[config.mk]
export PLATFORM = sky130hd
export DESIGN_NAME = fpadd_rr_sched
export DESIGN_NICKNAME = d
export VERILOG_FILES = /design/src/rtl/fpadd_ctrl_pkg.sv /design/src/rtl/fpadd_tag_pipe.sv /design/src/rtl/fpadd_rr_sched.sv
export SDC_FILE = /design/constraint.sdc
export NUM_CORES = 1
export LEC_CHECK = 0
export BUFFER_PORTS_ARGS = -buffer_cell sky130_fd_sc_hd__buf_2
export CORE_AREA = 10 10 148 150
export CTS_CLUSTER_DIAMETER = 150
export CTS_CLUSTER_SIZE = 24
export DETAILED_ROUTE_END_ITERATION = 10
export DIE_AREA = 0 0 158 160
export SETUP_SLACK_MARGIN = 0.5
export SLEW_MARGIN = 0
export SYNTH_ARGS = -nofsm -noshare
export SYNTH_HDL_FRONTEND = slang
export SYNTH_SLANG_ARGS = --single-unit
[constraint.sdc]
create_clock -name clk -period 3.48 [get_ports clk]
set_input_delay 0.696 -clock clk [delete_from_list [all_inputs] [get_ports clk]]
set_output_delay 0.696 -clock clk [all_outputs]
set_load 0.01 [all_outputs]
[src/rtl/fpadd_ctrl_pkg.sv]
// Shared types and helpers for the fpadd sharing scheduler.
package fpadd_ctrl_pkg;

  typedef enum logic [1:0] {
    IDLE  = 2'd0,
    RUN   = 2'd1,
    DRAIN = 2'd2
  } state_t;

  function automatic int clog2(input int n);
    int r;
    r = 0;
    for (int v = 1; v < n; v = v * 2) r++;
    return r;
  endfunction

endpackage

[src/rtl/fpadd_tag_pipe.sv]
// Tag shift register that follows each operand pair through the adder so the
// result can be routed back to the requester that issued it.
module fpadd_tag_pipe
  import fpadd_ctrl_pkg::*;
#(
  parameter int LAT  = 3,
  parameter int ID_W = 2
) (
  input  logic            clk,
  input  logic            reset,
  input  logic            load_valid,
  input  logic [ID_W-1:0] load_id,
  output logic            last_valid,
  output logic [ID_W-1:0] last_id,
  output logic            any_valid,
  output logic            upstream_empty
);

  logic [LAT-1:0]  valid_q;
  logic [ID_W-1:0] id_q [LAT];

  always_ff @(posedge clk) begin
    if (reset) begin
      valid_q <= '0;
      for (int s = 0; s < LAT; s++) id_q[s] <= '0;
    end else begin
      valid_q[0] <= load_valid;
      id_q[0]    <= load_id;
      for (int s = 1; s < LAT; s++) begin
        valid_q[s] <= valid_q[s-1];
        id_q[s]    <= id_q[s-1];
      end
    end
  end

  assign last_valid = valid_q[LAT-1];
  assign last_id    = id_q[LAT-1];
  assign any_valid  = |valid_q;

  // True when only the final stage can hold a tag, i.e. the pipe empties on the next edge.
  always_comb begin
    upstream_empty = 1'b1;
    for (int s = 0; s < LAT - 1; s++) begin
      if (valid_q[s]) upstream_empty = 1'b0;
    end
  end

endmodule

[src/rtl/fpadd_rr_sched.sv]
// Round-robin scheduler sharing one pipelined FP adder between N_REQ requesters;
// results are routed back by a tag pipe matched to the adder latency.
module fpadd_rr_sched
  import fpadd_ctrl_pkg::*;
#(
  parameter int N_REQ  = 4,
  parameter int DATA_W = 32,
  parameter int LAT    = 3
) (
  input  logic                    clk,
  input  logic                    reset,
  input  logic                    enable,
  input  logic [N_REQ-1:0]        req_valid,
  output logic [N_REQ-1:0]        req_ready,
  input  logic [N_REQ*DATA_W-1:0] req_a,
  input  logic [N_REQ*DATA_W-1:0] req_b,
  output logic                    add_valid,
  output logic [DATA_W-1:0]       add_a,
  output logic [DATA_W-1:0]       add_b,
  input  logic [DATA_W-1:0]       add_result,
  output logic [N_REQ-1:0]        rsp_valid,
  output logic [DATA_W-1:0]       rsp_data,
  output logic                    busy
);

  localparam int ID_W = clog2(N_REQ);

  state_t          state, state_next;
  logic [ID_W-1:0] ptr;
  logic [ID_W-1:0] grant_id;
  logic            grant;
  logic            last_valid;
  logic [ID_W-1:0] last_id;
  logic            any_valid;
  logic            upstream_empty;
  int              idx;

  always_ff @(posedge clk) begin
    if (reset) state <= IDLE;
    else       state <= state_next;
  end

  // A grant in the cycle enable falls still lands in the pipe, so count it as in flight.
  always_comb begin
    state_next = state;
    case (state)
      IDLE:    if (enable) state_next = RUN;
      RUN:     if (!enable) state_next = (any_valid || grant) ? DRAIN : IDLE;
      DRAIN: begin
        if (enable)              state_next = RUN;
        else if (upstream_empty) state_next = IDLE;
      end
      default: state_next = IDLE;
    endcase
  end

  // Search starts one past the last winner so every requester gets a turn.
  always_comb begin
    grant    = 1'b0;
    grant_id = '0;
    idx      = 0;
    if (state == RUN && !reset) begin
      for (int k = 1; k <= N_REQ; k++) begin
        idx = (int'(ptr) + k) % N_REQ;
        if (!grant && req_valid[ID_W'(idx)]) begin
          grant    = 1'b1;
          grant_id = ID_W'(idx);
        end
      end
    end
  end

  always_ff @(posedge clk) begin
    if (reset)      ptr <= ID_W'(N_REQ - 1);
    else if (grant) ptr <= grant_id;
  end

  always_comb begin
    req_ready = '0;
    if (grant) req_ready[grant_id] = 1'b1;
  end

  assign add_valid = grant;
  assign add_a     = grant ? req_a[int'(grant_id)*DATA_W +: DATA_W] : '0;
  assign add_b     = grant ? req_b[int'(grant_id)*DATA_W +: DATA_W] : '0;

  fpadd_tag_pipe #(
    .LAT  (LAT),
    .ID_W (ID_W)
  ) u_tag_pipe (
    .clk            (clk),
    .reset          (reset),
    .load_valid     (grant),
    .load_id        (grant_id),
    .last_valid     (last_valid),
    .last_id        (last_id),
    .any_valid      (any_valid),
    .upstream_empty (upstream_empty)
  );

  always_comb begin
    rsp_valid = '0;
    if (last_valid && !reset) rsp_valid[last_id] = 1'b1;
  end

  assign rsp_data = add_result;
  assign busy     = any_valid && !reset;

endmodule

==> run summary, run 1 <==
==================================================================================================
Final Max Tran Viols                                                                             0
Initial standard-cell utilization of the core                                                0.145
Final-layout fill cell count                                                                 2,087
Fraction of power spent switching nets                                                       0.344
Number of enable-type register cells in the synthesized netlist                                  0
Post-detailed-route via-to-cell ratio                                                         4.38
Worst Setup EP                                                                           add_a[17]
Relative contribution of the clock network to total power                                    0.185
Synth cell types                                                                                30
Grt ovf                                                                                          0
Synth Area in Adders                                                                             0
Crit path capture type                                                                 output port
Count of placed standard cells in the final layout, fillers left out                           865
Net switching power                                                                       0.392 mW
Per-cell routed wire length                                                                19.2 um
Area leader, netlist                                                                       mux2i_1
Post-synthesis net count                                                                       611
Drt drc                                                                                          0
Antenna violations before repair                                                                 1
Shortest period the worst path allows                                                      2940 ps
Global placer's final weighted congestion                                                    0.764
Die Area                                                                              25,300 sq um
Setup repair after global routing missed its margin                                           true
All-Layer GR Usage                                                                           0.112
Die Y-Extent                                                                                160 um
Worst hold-check path type                                                              reg -> reg
Clk Tree Root Cell                                                                       clkbuf_16
Floorplan core area                                                                   19,100 sq um
Flop pwr share                                                                               0.140
Number of routed nets with antenna violations                                                    0
Setup violations, final                                                                          0
Type of the worst setup path                                                             in -> out
Post-synthesis async set-or-reset flop share                                                     0
Clock sink count                                                                                13
Proportion of layout cells with a drive suffix above 1                                       0.630
Final period utilization                                                                     0.846
Row count                                                                                       51
Clock tree from TritonCTS                                                                    built
Via count of the first global-routing pass                                                   4,129
Outcome                                                                               complete, no violations
TritonRoute pass-1 iters                                                                         5
Clock transition time at the flip-flop clock pins of the worst setup and hold paths          40 ps
Final Routed Wirelength                                                                    16.6 mm
Post-synthesis instance area                                                            2770 sq um
XOR/XNOR Fraction of Synth Area                                                                  0
Footprint of the multi-input gates                                                      2060 sq um
Number of DRC violations after detailed-routing iteration 0                                    205
Worst reg2reg setup slack                                                                  1870 ps
Routed vias                                                                                  3,788
Proportion of synthesized area in mux cells                                                  0.463
Internal Dissipation                                                                      0.746 mW
Die extent in x                                                                             158 um
Antenna cell count                                                                               0
Proportion of netlist area held by the largest area contributor                              0.463
Number of endpoints with negative hold slack in the final report                                 0
Post-synthesis compound-gate area fraction                                                   0.167
Number of flip-flops and latches in the synthesized netlist                                     13
Power per unit of standard cell area                                                   231 nW/um^2
Area Growth Syn to Fin                                                                       78.5%
Part of the power in combinational logic                                                     0.675
Syn Inst Count                                                                                 316
Top_reg_cell synth                                                                         dfxtp_1
Clock latency at the later pin of the worst-skew pair                                       240 ps
Post-layout net count                                                                          923
Critical path arrival                                                                      2250 ps
Syn avg cell area                                                                       8.75 sq um
Largest family of logic cells by synthesized area                                     multiplexers
Most frequently used cell type in the post-synthesis netlist                               mux2i_1
Slew HR                                                                                      0.725
Crit path from                                                                        req_valid[3]
Number of levels in the clock H-tree                                                             1
Post-Place Cells                                                                               840
Skew final                                                                                0.722 ps
Max capacitance violation total                                                                  0
CTS Buf Count                                                                                    3
Largest vdd supply drop                                                                     128 uV
Yosys warnings                                                                                   0
F_max                                                                                      340 MHz
Actual transition at the worst max-transition pin                                           412 ps
Detailed placement HPWL                                                                    13.0 mm
Worst-case hold slack                                                                       430 ps
Worst-path fanout max                                                                            9
Required @ worst endpoint                                                                  2780 ps
Total negative setup slack                                                                    0 ps
Critical R2R Capture                                                                        ptr[0]
Port-buffer cells                                                                              336
Pin count of the biggest net entering global routing                                            67
Share of synthesized cell area in and, or, nand and nor gates                               0.0837
Startpoint of the worst register-to-register path                                           ptr[0]
Wire length of the first global-routing pass                                               23.0 mm
Sequential cell area in the final layout                                                 260 sq um
Leakage                                                                                    2.88 nW
I/O pins                                                                                       401
Critical Path Source Type                                                               input port
Maximum clock path buffer count                                                                  2
Main area contributors after synthesis                                                mux2i_1 46%, o22ai_1 15%, dfxtp_1 9.4%, buf_4 9.0%, buf_12 5.1%
Share of the yosys chip area belonging to registers                                         0.0941
Depth of the worst register-to-register path                                                     7
Top cells by instance count after synthesis                                           128 x mux2i_1, 65 x o22ai_1, 33 x buf_4
==================================================================================================
## power by group through the flow
stage,combinational [mW],clock [mW],sequential [mW]
after floorplan,0.427,0,0.160
after global placement,0.590,0,0.162
after detailed placement,0.597,0,0.161
after CTS,0.657,0.219,0.159
after global routing,0.827,0.225,0.160
final,0.768,0.211,0.159
## sequential cells by signal (all words and copies together), names as in the netlist
register	flops
u_tag_pipe.valid_q	3
u_tag_pipe.id_q	6
state	2
ptr	2
## cell type report
| type | instances | area share |
|---|---|---|
| repair buffers | 370 | 0.452 |
| multi-input cells | 238 | 0.417 |
| well taps | 238 | 0.0603 |
| flip-flops and latches | 13 | 0.0527 |
| clock buffers | 4 | 0.0160 |
| inverters | 2 | 0.00152 |
## metrics by stage
| step | cell area [sq um] | power, mW | setup WS [ps] | utilization |
|---|---|---|---|---|
| 2_1_floorplan | 2770 | 0.587 | 883 | - |
| 3_3_place_gp | 4380 | 0.752 | 330 | 0.229 |
| 5_1_grt | 4940 | 1.21 | 422 | 0.259 |
| 3_5_place_dp | 4380 | 0.759 | 331 | 0.229 |
| 4_1_cts | 4600 | 1.04 | 474 | 0.241 |
| 6_report | 4940 | 1.14 | 536 | 0.259 |
## per-layer routing
layer	track usage	part of all wire	wire length (um)	up-vias
li1	-	-	-	1799
met1	0.121	0.37	6100	1707
met2	0.200	0.50	8350	262
met3	0.0473	0.12	1990	18
met4	0.0164	0.011	189	2
met5	0	0.00048	8	-
## cells in the final DEF, fill, tap and decap left out, types with 2 or more instances in the layout
cell       Yosys  final
mux2i_2        0     12
buf_8          0      6
nand2b_1       3      3
o31a_1         2      2
buf_4         33     12
dfxtp_1       13     13
buf_2          9    334
nor2b_1        7      7
nor2_1        11     11
nor3_1         3      2
clkbuf_16      0     10
buf_6          2      5
mux2i_1      128    115
buf_16         0      4
a21oi_1        3      2
o22ai_1       65     65
nor4bb_1       2      2
buf_12         7      2
## critical path, stage by stage
cell and delay [ps]:
buf_8 110, nor2b_4 120, o21a_1 210, nor3_4 160, buf_6 180, clkbuf_16 170
buf_4 140, mux2i_1 200, o22ai_1 90, buf_2 160
## cell families after synthesis
| group | after synthesis |
|---|---|
| AND/OR/NAND/NOR | 37 |
| multiplexers | 128 |
| flip-flops | 13 |
| buffers and inverters | 65 |
| AO/OA/AOI/OAI | 73 |
## worst min-delay path by stage
stage | startpoint | to | cells after the start
2_1_floorplan | u_tag_pipe.id_q[0][0] | u_tag_pipe.id_q[0][2] | 1
3_3_place_gp | u_tag_pipe.id_q[0][1] | u_tag_pipe.id_q[0][3] | 1
3_5_place_dp | u_tag_pipe.id_q[0][3] | u_tag_pipe.id_q[0][5] | 1
4_1_cts | u_tag_pipe.id_q[0][3] | u_tag_pipe.id_q[0][5] | 1
5_1_grt | u_tag_pipe.id_q[0][1] | u_tag_pipe.id_q[0][3] | 1
6_report | u_tag_pipe.id_q[0][0] | u_tag_pipe.id_q[0][2] | 1
## timing repair
action,in CTS,in global routing
gates resized for setup,7,34
setup endpoints to repair,59,64
gates cloned,2,8
buffers inserted,7,4
pin swaps,1,10
hold buffers,0,0
(Power assumes the default switching activity.)
==> inputs of run 2 (changes only) <==
Settings changed: CORE_AREA 10 10 148 150 to 10 10 149 151, DIE_AREA 0 0 158 160 to 0 0 159 161.
Clock period 3.48 ns to 2.55 ns, I/O delays scaled along.
==> run summary, run 2 (synthesis results as in run 1) <==
==================================================================================================
Required @ worst endpoint                                                                  2040 ps   was 2780 ps
Port-buffer cells                                                                              336   unchanged
Area Growth Syn to Fin                                                                       85.7%   was 78.5%
Post-detailed-route via-to-cell ratio                                                         4.10   was 4.38
Largest vdd supply drop                                                                     220 uV   was 128 uV
Post-layout net count                                                                          933   was 923
All-Layer GR Usage                                                                           0.108   was 0.112
Shortest period the worst path allows                                                      2540 ps
Maximum clock path buffer count                                                                  2   unchanged
Top library cells by usage in the layout, fill and taps aside                         330 x buf_2, 118 x mux2i_1, 52 x o22ai_1, 24 x buf_4, 13 x o22ai_2   was 334 x buf_2, 115 x mux2i_1, 65 x o22ai_1, 13 x dfxtp_1
Clk Tree Root Cell                                                                       clkbuf_16   unchanged
Registers with the most flip-flops                                                    u_tag_pipe.id_q x6, u_tag_pipe.valid_q x3   unchanged
Wire length of the first global-routing pass                                               22.8 mm   was 23.0 mm
CTS Buf Count                                                                                    3   unchanged
Critical Path Source Type                                                               input port   unchanged
Number of routed nets with antenna violations                                                    0   unchanged
Relative contribution of the clock network to total power                                    0.198   was 0.185
Clock latency at the later pin of the worst-skew pair                                       250 ps   was 240 ps
Clock sink count                                                                                13   unchanged
Crit path capture type                                                                 output port   unchanged
Max capacitance violation total                                                                  0   unchanged
Leading cell type in the layout, fill and taps excluded                                      buf_2   unchanged
Die extent in x                                                                             159 um   was 158 um
Clock tree from TritonCTS                                                                    built   unchanged
Pin count of the biggest net entering global routing                                            35   was 67
Grt ovf                                                                                          0   unchanged
Global placer's final weighted congestion                                                    0.794   was 0.764
Skew final                                                                                 5.97 ps   was 0.722 ps
TritonRoute pass-1 iters                                                                         5   unchanged
Final Max Tran Viols                                                                             0   unchanged
Outcome                                                                               complete, no violations   unchanged
Fraction of power spent switching nets                                                       0.346   was 0.344
Placement Cell Area                                                                     4670 sq um   was 4380 sq um
Number of flip-flops in the largest register                                                     6   unchanged
Per-cell routed wire length                                                                16.9 um   was 19.2 um
Worst-path fanout max                                                                           20   was 9
Final std cell area, no fill                                                            5130 sq um   was 4940 sq um
Flop pwr share                                                                               0.144   was 0.140
Final period utilization                                                                     0.996
Clock transition time at the flip-flop clock pins of the worst setup and hold paths          50 ps   was 40 ps
Internal Dissipation                                                                      0.986 mW   was 0.746 mW
Power per unit of standard cell area                                                   294 nW/um^2   was 231 nW/um^2
Worst hold-check path type                                                               in -> reg   was reg -> reg
Leakage                                                                                    2.96 nW   was 2.88 nW
Detailed placement HPWL                                                                    12.7 mm   was 13.0 mm
Antenna cell count                                                                               0   unchanged
Actual transition at the worst max-transition pin                                           270 ps   was 412 ps
Row count                                                                                       51   unchanged
Routed vias                                                                                  3,700   was 3,788
Critical path arrival                                                                      2030 ps   was 2250 ps
I/O pins                                                                                       401   unchanged
Drt drc                                                                                          0   unchanged
Initial standard-cell utilization of the core                                                0.144   was 0.145
Proportion of layout cells with a drive suffix above 1                                       0.666   was 0.630
Number of endpoints with negative hold slack in the final report                                 0   unchanged
Type of the worst setup path                                                             in -> out   unchanged
Number of levels in the clock H-tree                                                             1   unchanged
Net switching power                                                                       0.521 mW   was 0.392 mW
Slew HR                                                                                      0.819   was 0.725
Die Y-Extent                                                                                161 um   was 160 um
Number of DRC violations after detailed-routing iteration 0                                    292   was 205
Setup violations, final                                                                          0   unchanged
F_max                                                                                      394 MHz
Register bank with the most flops                                                     u_tag_pipe.id_q   unchanged
Antenna violations before repair                                                                 0   was 1
Floorplan core area                                                                   19,200 sq um   was 19,100 sq um
Via count of the first global-routing pass                                                   4,130   was 4,129
Part of the power in combinational logic                                                     0.658   was 0.675
Final total power                                                                          1.51 mW   was 1.14 mW
Setup repair after global routing missed its margin                                           true   unchanged
Final Routed Wirelength                                                                    15.3 mm   was 16.6 mm
Die Area                                                                              25,600 sq um   was 25,300 sq um
==================================================================================================
run 2: path summary, 6_finish.rpt:
check,start,to,slack (ps),depth (start not counted)
worst max register to register,ptr[0],ptr[0],1070,7
worst max-delay path,req_valid[1],add_b[12],10,9
worst min-delay path,enable,state[1],440,2
worst min register to register,u_tag_pipe.id_q[0][1],u_tag_pipe.id_q[0][3],440,1
run 2: power by group through the flow:
| stage | Clock (mW) | Combinational [mW] | Sequential [mW] |
|---|---|---|---|
| finish | 0.298 | 0.992 | 0.217 |
| global route | 0.315 | 1.08 | 0.218 |
| CTS | 0.304 | 0.925 | 0.217 |
| detailed placement | 0 | 0.872 | 0.220 |
| global placement | 0 | 0.859 | 0.220 |
| floorplan | 0 | 0.599 | 0.219 |
run 2: routing by layer:
| metal | track usage | wire length [um] |
|---|---|---|
| met5 | 0 | 0 |
| met3 | 0.0356 | 1420 |
| met1 | 0.121 | 6070 |
| met2 | 0.194 | 7560 |
| met4 | 0.0227 | 227 |
run 2: what timing repair did:
action	in CTS	in global routing
gates resized for setup	30	25
pin swaps	4	4
cloned	2	2
endpoints found under the setup margin	69	68
hold buffers	0	0
buffers inserted	3	3
run 2: worst max-delay path, cell delays in order:
cell,delay [ps]
buf_8,110
nor2b_4,110
o21a_1,200
nor3_4,170
buf_6,200
buf_12,200
mux2i_4,250
o22ai_1,100
buf_2,150
run 2: cell type report:
| class | count | area (sq um) |
|---|---|---|
| flip-flops and latches | 13 | 262 |
| repair buffers | 380 | 2280 |
| fillers | 2069 | 14100 |
| well taps | 265 | 332 |
| inverters | 2 | 7.51 |
| multi-input cells | 238 | 2180 |
| clock buffers | 4 | 78.8 |
run 2: metrics by stage:
stage	utilization	worst slack (ps)	std cells	hold slack [ps]	setup TNS, ps
after global routing	0.267	-82.4	902	449	-2070
final	0.267	10.7	902	436	0
after CTS	0.258	20.5	897	439	0
after global placement	0.243	-50.4	888	417	-72.0
after floorplan	-	374	316	414	0
after detailed placement	0.243	-79.0	888	429	-407
==> inputs of run 3 (changes only) <==
--- a/constraint.sdc
+++ b/constraint.sdc
@@ -3,2 +3,2 @@
 set_output_delay 0.51 -clock clk [all_outputs]
-set_load 0.01 [all_outputs]
+set_load 0.02 [all_outputs]
==> run summary, run 3 (synthesis results as in run 1) <==
==================================================================================================
Outcome                                                                               finished, violations left   was complete, no violations
Violated checks                                                                       negative setup slack
Leakage                                                                                    3.00 nW   was 2.96 nW
Net switching power                                                                       0.754 mW   was 0.521 mW
Utilization after layout                                                                     0.343   was 0.267
Setup violations, final                                                                         45   was 0
Largest vdd supply drop                                                                     160 uV   was 220 uV
Antenna cell count                                                                               0   unchanged
Drt drc                                                                                          0   unchanged
Grt ovf                                                                                          0   unchanged
CTS Buf Count                                                                                    3   unchanged
Type of the worst setup path                                                             in -> out   unchanged
Number of endpoints with negative hold slack in the final report                                 0   unchanged
Register bank with the most flops                                                     u_tag_pipe.id_q   unchanged
Final-layout fill cell count                                                                 1,894   was 2,069
Post-layout net count                                                                          939   was 933
Port-buffer cells                                                                              336   unchanged
Initial standard-cell utilization of the core                                                0.144   unchanged
Die Y-Extent                                                                                161 um   unchanged
Global placer's final weighted congestion                                                    0.710   was 0.794
CP peak stage delay                                                                         250 ps   about the same
Antenna violations before repair                                                                 1   was 0
Power per unit of standard cell area                                                   311 nW/um^2   was 294 nW/um^2
Per-cell routed wire length                                                                19.0 um   was 16.9 um
Number of DRC violations after detailed-routing iteration 0                                    140   was 292
Pin count of the biggest net entering global routing                                            35   unchanged
Worst-path fanout max                                                                            7   was 20
Final Max Tran Viols                                                                             0   unchanged
Slowest-stage cell, CP                                                                     a21oi_1   was mux2i_4
Die extent in x                                                                             159 um   unchanged
Cell-by-cell trace of the critical path                                               buf_2 -> nand2b_1 -> a21oi_1 -> nor3_4 -> buf_6 -> buf_12 -> buf_12 -> clkbuf_16 -> mux2i_1 -> o22ai_2 -> buf_2   was buf_8 -> nor2b_4 -> o21a_1 -> nor3_4 -> buf_6 -> buf_12 -> mux2i_4 -> o22ai_1 -> buf_2
I/O pins                                                                                       401   unchanged
Maximum clock path buffer count                                                                  2   unchanged
Die Area                                                                              25,600 sq um   unchanged
Post-detailed-route via-to-cell ratio                                                         4.29   was 4.10
Final period utilization                                                                      1.03   was 0.996
Critical Path Source Type                                                               input port   unchanged
Shortest period the worst path allows                                                      2640 ps   was 2540 ps
Leading cell type in the layout, fill and taps excluded                                      buf_2   unchanged
Clock tree from TritonCTS                                                                    built   unchanged
Worst hold-check path type                                                              reg -> reg   was in -> reg
Slew HR                                                                                      0.757   was 0.819
Post-layout worst setup margin                                                            -86.1 ps   was 10.7 ps
Via count of the first global-routing pass                                                   4,493   was 4,130
Floorplan core area                                                                   19,200 sq um   unchanged
Startpoint of the worst register-to-register path                                           ptr[0]   unchanged
Flop pwr share                                                                               0.106   was 0.144
Clock transition time at the flip-flop clock pins of the worst setup and hold paths          40 ps   was 50 ps
Critical path arrival                                                                      2130 ps   was 2030 ps
Registers with the most flip-flops                                                    u_tag_pipe.id_q x6, u_tag_pipe.valid_q x3   unchanged
Part of the power in combinational logic                                                     0.752   was 0.658
Actual transition at the worst max-transition pin                                           362 ps   was 270 ps
Number of levels in the clock H-tree                                                             1   unchanged
Setup repair after global routing missed its margin                                           true   unchanged
Wire length of the first global-routing pass                                               24.4 mm   was 22.8 mm
TritonRoute pass-1 iters                                                                         4   was 5
Required @ worst endpoint                                                                  2040 ps   about the same
Clock sink count                                                                                13   unchanged
Clock latency at the later pin of the worst-skew pair                                       240 ps   was 250 ps
Internal Dissipation                                                                       1.29 mW   was 0.986 mW
Row count                                                                                       51   unchanged
Hold wc startpoint                                                                    u_tag_pipe.id_q[0][3]   was enable
Clk Tree Root Cell                                                                       clkbuf_16   unchanged
Area Growth Syn to Fin                                                                        138%   was 85.7%
Top library cells by usage in the layout, fill and taps aside                         291 x buf_2, 49 x buf_6, 48 x o22ai_2, 46 x mux2i_1, 43 x mux2i_2   was 330 x buf_2, 118 x mux2i_1, 52 x o22ai_1, 24 x buf_4, 13 x o22ai_2
Proportion of layout cells with a drive suffix above 1                                       0.857   was 0.666
Relative contribution of the clock network to total power                                    0.141   was 0.198
All-Layer GR Usage                                                                           0.113   was 0.108
Crit path from                                                                        req_valid[2]   was req_valid[1]
Routed vias                                                                                  3,895   was 3,700
Crit path capture type                                                                 output port   unchanged
Max capacitance violation total                                                                  0   unchanged
Fraction of power spent switching nets                                                       0.369   was 0.346
Number of routed nets with antenna violations                                                    0   unchanged
F_max                                                                                      379 MHz   was 394 MHz
Worst-case hold slack                                                                       436 ps   about the same
Number of flip-flops in the largest register                                                     6   unchanged
Final Routed Wirelength                                                                    17.2 mm   was 15.3 mm
Skew final                                                                                 1.35 ps   was 5.97 ps
Detailed placement HPWL                                                                    13.3 mm   was 12.7 mm
==================================================================================================
## run 3: layout make-up
class / count / area [sq um] / area share
Inverter: 2 / 7.51 / 0.00114
Sequential cell: 13 / 262 / 0.0397
Clock buffer: 4 / 78.8 / 0.0120
Timing Repair Buffer: 386 / 2690 / 0.408
Tap cell: 265 / 332 / 0.0504
Multi-Input combinational cell: 238 / 3220 / 0.489
## run 3: per-stage QoR
stage | TNS (ps) | power, mW | area [sq um] | std cells | setup slack [ps]
after floorplan | 0 | 1.07 | 3590 | 316 | 271
after global placement | -3580 | 1.35 | 5410 | 886 | -271
after detailed placement | -5240 | 1.36 | 5410 | 886 | -310
after CTS | -2710 | 1.84 | 6000 | 901 | -89.1
after global routing | -5400 | 2.15 | 6580 | 908 | -144
final | -1690 | 2.05 | 6580 | 908 | -86.1
## run 3: worst max-delay path: cells and delay by family
kind                   cells  cell delay, ps
buffers and inverters      6             870
AO/OA/AOI/OAI              2             400
AND/OR/NAND/NOR            2             210
multiplexers               1             130
## run 3: power by group through the flow
stage / logic [mW] / clock network (mW) / registers, mW
2_1_floorplan: 0.853 / 0 / 0.219
3_3_place_gp: 1.13 / 0 / 0.220
3_5_place_dp: 1.14 / 0 / 0.221
4_1_cts: 1.33 / 0.293 / 0.218
5_1_grt: 1.63 / 0.306 / 0.218
6_report: 1.54 / 0.289 / 0.218
## run 3: final timing paths
kind | end | slack, ps | cells past startpoint
worst min register to register | u_tag_pipe.id_q[0][5] | 440 | 1
worst min-delay path | u_tag_pipe.id_q[0][5] | 440 | 1
worst max register to register | ptr[0] | 930 | 8
worst max-delay path | add_b[16] | -90 | 11
## run 3: metal layers
| metal | track usage | wire length (um) | up-vias |
|---|---|---|---|
| li1 | - | - | 1852 |
| met5 | 0 | 13 | - |
| met1 | 0.124 | 6320 | 1783 |
| met4 | 0.0126 | 94 | 2 |
| met3 | 0.0463 | 1670 | 8 |
| met2 | 0.207 | 9120 | 250 |
## run 3: what timing repair did
| action | 4_1_cts | 5_1_grt |
|---|---|---|
| hold buffers | 0 | 0 |
| buffers inserted | 8 | 3 |
| setup endpoints to repair | 68 | 69 |
| pin swaps | 1 | 13 |
| resized for setup | 92 | 113 |
| cloned | 3 | 4 |
